===== src/rtl/uart_transmitter.sv =====
// uart_transmitter: APB-slave UART transmitter sending each accepted byte as an 8N1 frame,
// LSB first. Define UART_TX_PARITY_EN to insert an even-parity bit before the stop bit.
module uart_transmitter #(
  parameter int unsigned CLKS_PER_BIT = 87
) (
  input  logic       PCLK,
  input  logic       PRESETn,
  input  logic       PSEL,
  input  logic       PENABLE,
  input  logic       PWRITE,
  input  logic [7:0] PADDR,
  input  logic [7:0] PWDATA,
  output logic       PREADY,
  output logic       tx_serial,
  output logic       tx_busy,
  output logic       tx_done
);

  localparam int unsigned CntW = $clog2(CLKS_PER_BIT);
  localparam logic [CntW-1:0] CntMax = CntW'(CLKS_PER_BIT - 1);

  localparam logic [2:0] StIdle   = 3'd0;
  localparam logic [2:0] StStart  = 3'd1;
  localparam logic [2:0] StData   = 3'd2;
  localparam logic [2:0] StParity = 3'd3;
  localparam logic [2:0] StStop   = 3'd4;

  logic [2:0]      state_q, state_d;
  logic [CntW-1:0] cnt_q, cnt_d;
  logic [2:0]      idx_q, idx_d;
  logic [7:0]      data_q, data_d;
  logic            tx_serial_q, tx_serial_d;
  logic            tx_done_q, tx_done_d;
  logic            bit_end;
  logic            accept;

  // Only PADDR[7] takes part in the address decode.
  logic unused_paddr;
  assign unused_paddr = ^PADDR[6:0];

  assign PREADY    = (state_q == StIdle);
  assign tx_busy   = ~PREADY;
  assign tx_serial = tx_serial_q;
  assign tx_done   = tx_done_q;

  assign bit_end = (cnt_q == CntMax);
  assign accept  = PSEL & PENABLE & PWRITE & PADDR[7] & PREADY;

  always_comb begin
    state_d     = state_q;
    cnt_d       = cnt_q;
    idx_d       = idx_q;
    data_d      = data_q;
    tx_serial_d = tx_serial_q;
    tx_done_d   = 1'b0;

    if (state_q != StIdle) begin
      cnt_d = bit_end ? '0 : cnt_q + 1'b1;
    end

    case (state_q)
      StIdle: begin
        tx_serial_d = 1'b1;
        if (accept) begin
          state_d     = StStart;
          data_d      = PWDATA;
          cnt_d       = '0;
          idx_d       = 3'd0;
          tx_serial_d = 1'b0;
        end
      end
      StStart: begin
        if (bit_end) begin
          state_d     = StData;
          idx_d       = 3'd0;
          tx_serial_d = data_q[0];
        end
      end
      StData: begin
        if (bit_end) begin
          if (idx_q == 3'd7) begin
`ifdef UART_TX_PARITY_EN
            state_d     = StParity;
            tx_serial_d = ^data_q;
`else
            state_d     = StStop;
            tx_serial_d = 1'b1;
`endif
          end else begin
            idx_d       = idx_q + 3'd1;
            tx_serial_d = data_q[idx_q + 3'd1];
          end
        end
      end
      StParity: begin
        if (bit_end) begin
          state_d     = StStop;
          tx_serial_d = 1'b1;
        end
      end
      StStop: begin
        // Done pulse lands in the first idle cycle, when PREADY is already high.
        if (bit_end) begin
          state_d   = StIdle;
          tx_done_d = 1'b1;
        end
      end
      default: begin
        state_d     = StIdle;
        tx_serial_d = 1'b1;
      end
    endcase
  end

  always_ff @(posedge PCLK) begin
    if (!PRESETn) begin
      state_q     <= StIdle;
      cnt_q       <= '0;
      idx_q       <= 3'd0;
      data_q      <= 8'h00;
      tx_serial_q <= 1'b1;
      tx_done_q   <= 1'b0;
    end else begin
      state_q     <= state_d;
      cnt_q       <= cnt_d;
      idx_q       <= idx_d;
      data_q      <= data_d;
      tx_serial_q <= tx_serial_d;
      tx_done_q   <= tx_done_d;
    end
  end

endmodule


===== config.mk =====
export PLATFORM = sky130hd
export DESIGN_NAME = uart_transmitter
export DESIGN_NICKNAME = d
export VERILOG_FILES = /design/src/rtl/uart_transmitter.sv
export SDC_FILE = /design/constraint.sdc
export NUM_CORES = 1
export LEC_CHECK = 0
export CAP_MARGIN = 25
export CORE_MARGIN = 3
export CORE_UTILIZATION = 40
export CTS_BUF_LIST = sky130_fd_sc_hd__clkbuf_4 sky130_fd_sc_hd__clkbuf_8 sky130_fd_sc_hd__clkbuf_16
export CTS_CLUSTER_DIAMETER = 120
export CTS_CLUSTER_SIZE = 14
export DETAILED_ROUTE_END_ITERATION = 8
export PLACE_DENSITY = 0.69
export SETUP_SLACK_MARGIN = 0.15
export SLEW_MARGIN = 0
export SYNTH_ARGS = -nofsm -noshare
export SYNTH_HDL_FRONTEND = slang
export SYNTH_SLANG_ARGS = --single-unit

===== constraint.sdc =====
create_clock -name PCLK -period 2.45 [get_ports PCLK]
set_input_delay 0.245 -clock PCLK [delete_from_list [all_inputs] [get_ports PCLK]]
set_output_delay 0.245 -clock PCLK [all_outputs]
set_load 0.05 [all_outputs]

# After elaboration in Yosys (flattened, before gate mapping)
# Index checks and enable logic that the tools add are counted.
# word_totals
out_inout_bits	4
regBits	23
# classes
n_mux	24
reduce_logical	8
n_lt_le_gt_ge	1
bitwise	6
addsub	2
eq_ne	13
# op_table
cell	n
7-bit 2-to-1 mux	4
3-bit 2-to-1 mux	9
3-bit one-hot mux with 5 select lines	1
2-bit != test (second input constant)	6
3-bit one-hot mux with 3 select lines	1
7-bit by 1-bit adder with 7-bit output (second input constant)	1
7-bit equality test (second input constant)	1
1-bit 2-to-1 mux	7
3-bit by 2-bit equality test with 1-bit output (second input constant)	2
3-bit equality test (second input constant)	2
6-bit AND reduction	1
3-bit nonzero test	2
1-bit one-hot mux with 5 select lines	1
5-bit AND reduction	1
1-bit bitwise AND	4
3-bit by 4-bit less-than comparator with 1-bit output (second input constant)	1
2-bit AND reduction	2
4-bit AND reduction	1
3-bit by 1-bit adder with 3-bit output (second input constant)	1
1-bit binary-select mux with 3-bit select	1
3-bit by 1-bit equality test with 1-bit output (second input constant)	1
3-bit zero test	1
2-bit by 1-bit != test with 1-bit output (second input constant)	1
1-bit NOT	2

# Depth between registers and ports, before layout
# depth
word_depth	6
depth_mapped	7

# Least setup slack after synthesis
# OpenSTA, ideal clock, no wires.
# synth_path
path_kind	flip-flop to flip-flop
from	register idx_q[0]
to	register tx_serial_q, in the netlist tx_serial
period_less_slack_ps	1558
path_stages_with_launch	6
t_required_ps	2323
path_buffers	0
t_arrival_ps	1430
setup_ps	127
slack_ps	892
cell_sequence	dfxtp_1 -> ha_1 -> mux4_2 -> mux2i_1 -> or3_1 -> a31oi_1
# synth_via
elab_chain_cells	6
elab_cells_between_ends	7
classes_between	add/sub (1); eq/ne (1); mux (5)
# synth_lines
element	line	text
start: declaration	30	logic [2:0] idx_q, idx_d;
start signal: assignment	126	idx_q <= idx_d;
3-bit by 1-bit adder with 3-bit output	91	tx_serial_d = data_q[idx_q + 3'd1];
1-bit binary-select mux with 3-bit select	91	
1-bit 2-to-1 mux (implied by the code)	91	
1-bit 2-to-1 mux (*)	81	if (idx_q == 3'd7) begin
1-bit 2-to-1 mux (*)	80	if (bit_end) begin
1-bit one-hot mux with 5 select lines (*)	61	case (state_q)
end signal: assignment	128	tx_serial_q <= tx_serial_d;
end: declaration	32	logic tx_serial_q, tx_serial_d;
# Mark *: on every way between the ends. The rest lies on a longest branch, timed or not. The select of a mux whose other input is x is not followed.
# A chain may end at the register's enable or synchronous reset.

# Worst setup path after layout
# layout_path
from	register state_q[0]
to	output port PREADY
# layout_via
elab_chain_cells	1
# layout_lines
element	line	text
start: declaration	28	logic [2:0] state_q, state_d;
start signal: assignment	117	state_q <= StIdle;
start signal: assignment	124	state_q <= state_d;
3-bit zero test	41	assign PREADY = (state_q == StIdle);
end: declaration	13	output logic PREADY,
# No other way between the ends.

==> metrics <==
outcome=complete, no violations; Initial Util=43.4%; vias per cell=5.94; Flop pwr share=between 60% and 70%; Final Hold Vio Count=0; IO Pins=25; largest cells by area after synthesis=dfxtp_1 (37%), a21oi_1 (5.7%), nand2_1 (4.5%), ha_1 (4.0%), nand3_1 (4.0%); root buf cell=clkbuf_4; worst-case clock buffer depth=2; cell area after synthesis=1240 um2; crit path capture type=primary output; Filler cells=287; Syn Nets=165; Core Footprint=between 2000 and 3000 um2; die width=between 60 and 70 um; Routed WL=2640 um; gp weighted congestion=roughly 0.81; Slew Limit Fails=0; Tcrit/Tclk final=84.0%; Comb power frac=10.8%; Int Pwr=487 uW; die span in y=between 60 and 70 um; final setup fails=0; sw power=148 uW; H-tree depth=1; Clock Power Share=29.0%; largest net degree at the start of global routing=16; wire length per cell=14.0 um; Yosys reg bits=23; Fin Clk Skew=0.00507 ns; Worst path top cell family by delay=simple AND/OR/NAND/NOR gates; CTS tree=done; Leak=a little over 0.5 nW; CTS clk-pin slew, worst paths=0.13 ns; top_reg_cell synth=dfxtp_1; clock latency at the later pin of the worst-skew pair=0.30 ns; Num CTS Buffers=3; postcts setup bufs=0; drt initial violations=31; RSZ-0062 raised after global routing=no; sequential share of the synthesized area=37.2%; initial antenna violation count=0; first-pass GRT wire length=4680 um; Critical Path Source Type=flop; diode count=0; DRC=0; vias in the first global route=between 1000 and 1500; max frequency=486 MHz; hpwl dp=2010 um; slowest cell delay on critical path=0.65 ns; Yosys top cell area share=between 30% and 40%; TNS Setup=0 ns; antenna viol nets, final=0; Critical Path Slowest Stage Cell=or3_1; CP max FO=15; worst path buffer plus inverter count=2; CP Class=reg -> out; Distinct cells, synth=43; GRT Residual Overflow=0; layout cells sized above 1=between 10% and 20%; CTS sink count=23; total of max-cap violations=0; area of the multi-input gates=703 um2; post-route minimum period=2.06 ns; Yosys top cell by area=dfxtp_1; Hold Path Cell Cnt=3; most used standard cell by instance count after synthesis=dfxtp_1; Sw Share=23.3%; register area=460 um2; cell chain of the critical path=or3_1 -> clkinv_8 -> buf_4; Port Buffers=17; gr usage total=16.5%; Levels on crit path=3; Synth top cells by count=dfxtp_1 (23), nand2_1 (15), a21oi_1 (14), nand3_1 (10), o21ai_0 (10); FF-to-FF path depth=5; synthesis-to-layout area growth=17.2%; Nets=183; vias=1116; cts hold-fix bufs=0; Post-synth ARST share=0%; worst endpoint required time=2.20 ns; Cells after Synth=140; YS warnings=0; Min Hold Slack=~0.48 ns; FF-to-FF setup slack=0.54 ns; Finished Core Util=approximately 51%; worst vdd ir=0.205 mV; TritonRoute pass-1 iters=4; row count=19; Max-slew headroom=~52%; total die area=3800 um2; Avg Cell Area, Syn=8.85 um2; post-cts resize count=0; Hold Path Class=in -> reg; number of flops mapped to enable cells by yosys=0; Worst-Margin Slew=around 0.73 ns; WP data arrival=1.81 ns; P per Cell Area=438 nW/um2
-- final cells by class --
| type | count | share of cell area, % |
|---|---|---|
| clock buffers | 4 | 2.07 |
| repair buffers | 20 | 12.9 |
| multi-input cells | 105 | 48.4 |
| inverters | 5 | 2.16 |
| flip-flops and latches | 23 | 31.7 |
| well taps | 31 | 2.67 |
-- layout by cell type, fill, tap and decap left out, types with 2 or more instances in the layout --
cell	n
a21oi_1	14
a311oi_1	3
a31oi_1	2
a41oi_1	2
and2_1	2
and3_1	2
buf_4	5
clkbuf_4	4
clkdlybuf4s50_1	15
dfxtp_1	23
ha_1	4
inv_1	3
mux4_2	2
nand2_1	15
nand2b_1	2
nand3_1	10
nor2_1	6
nor3_1	5
o2111ai_1	2
o211a_1	2
o21a_1	2
o21ai_0	10
or3_1	2
-- worst min-delay path, delay by kind of cell --
family	cells	cell delay, ns
buffers and inverters	1	0.40
AND/OR/NAND/NOR	1	0.05
AO/OA/AOI/OAI	1	0.05
-- final timing paths --
kind / from / end
worst min-delay path: PWDATA[2] / data_q[2]
worst max-delay path: state_q[0] / PREADY
worst min register to register: data_q[5] / data_q[5]
worst max register to register: state_q[0] / cnt_q[4]
-- per-layer routing --
layer / routed length, um / track usage, % / vias up / share of wire [%]
li1: - / - / 557 / -
met1: 1160 / 20.3 / 516 / 44
met2: 1310 / 28.0 / 39 / 50
met3: 137 / 3.14 / 4 / 5.2
met4: 36 / 6.97 / 0 / 1.4
met5: 0 / 0 / - / 0
-- sequential cells by signal, summed over array words and instances (netlist names) --
name	count
data_q	8
idx_q	3
tx_done	1
cnt_q	7
tx_serial	1
state_q	3
-- logic make-up (layout without fill, tap and decap cells) --
group | after synthesis | after routing | synth area share (%)
adder cells (fa/ha/maj) | 4 | 4 | 4.04
AND/OR/NAND/NOR | 53 | 53 | 23.5
multiplexers | 4 | 4 | 5.66
buffers and inverters | 12 | 29 | 6.06
flip-flops | 23 | 23 | 37.2
AO/OA/AOI/OAI | 44 | 44 | 23.5
-- power by group through the flow --
stage	clock network, mW	registers (mW)	logic, mW
final	0.184	0.383	0.0686
after floorplan	0	0.391	0.0374
after CTS	0.191	0.383	0.0688
after global placement	0	0.391	0.0682
after global routing	0.208	0.384	0.0742
after detailed placement	0	0.391	0.0686
-- metrics by stage --
step | worst slack (ns) | total power, mW | instance area [um2] | instances
2_1_floorplan | 0.892 | 0.428 | 1240 | 140
3_3_place_gp | 0.566 | 0.459 | 1420 | 184
3_5_place_dp | 0.555 | 0.460 | 1420 | 184
4_1_cts | 0.375 | 0.643 | 1450 | 188
5_1_grt | 0.285 | 0.666 | 1450 | 188
6_report | 0.393 | 0.635 | 1450 | 188
Power figures use the tool's default switching activity.
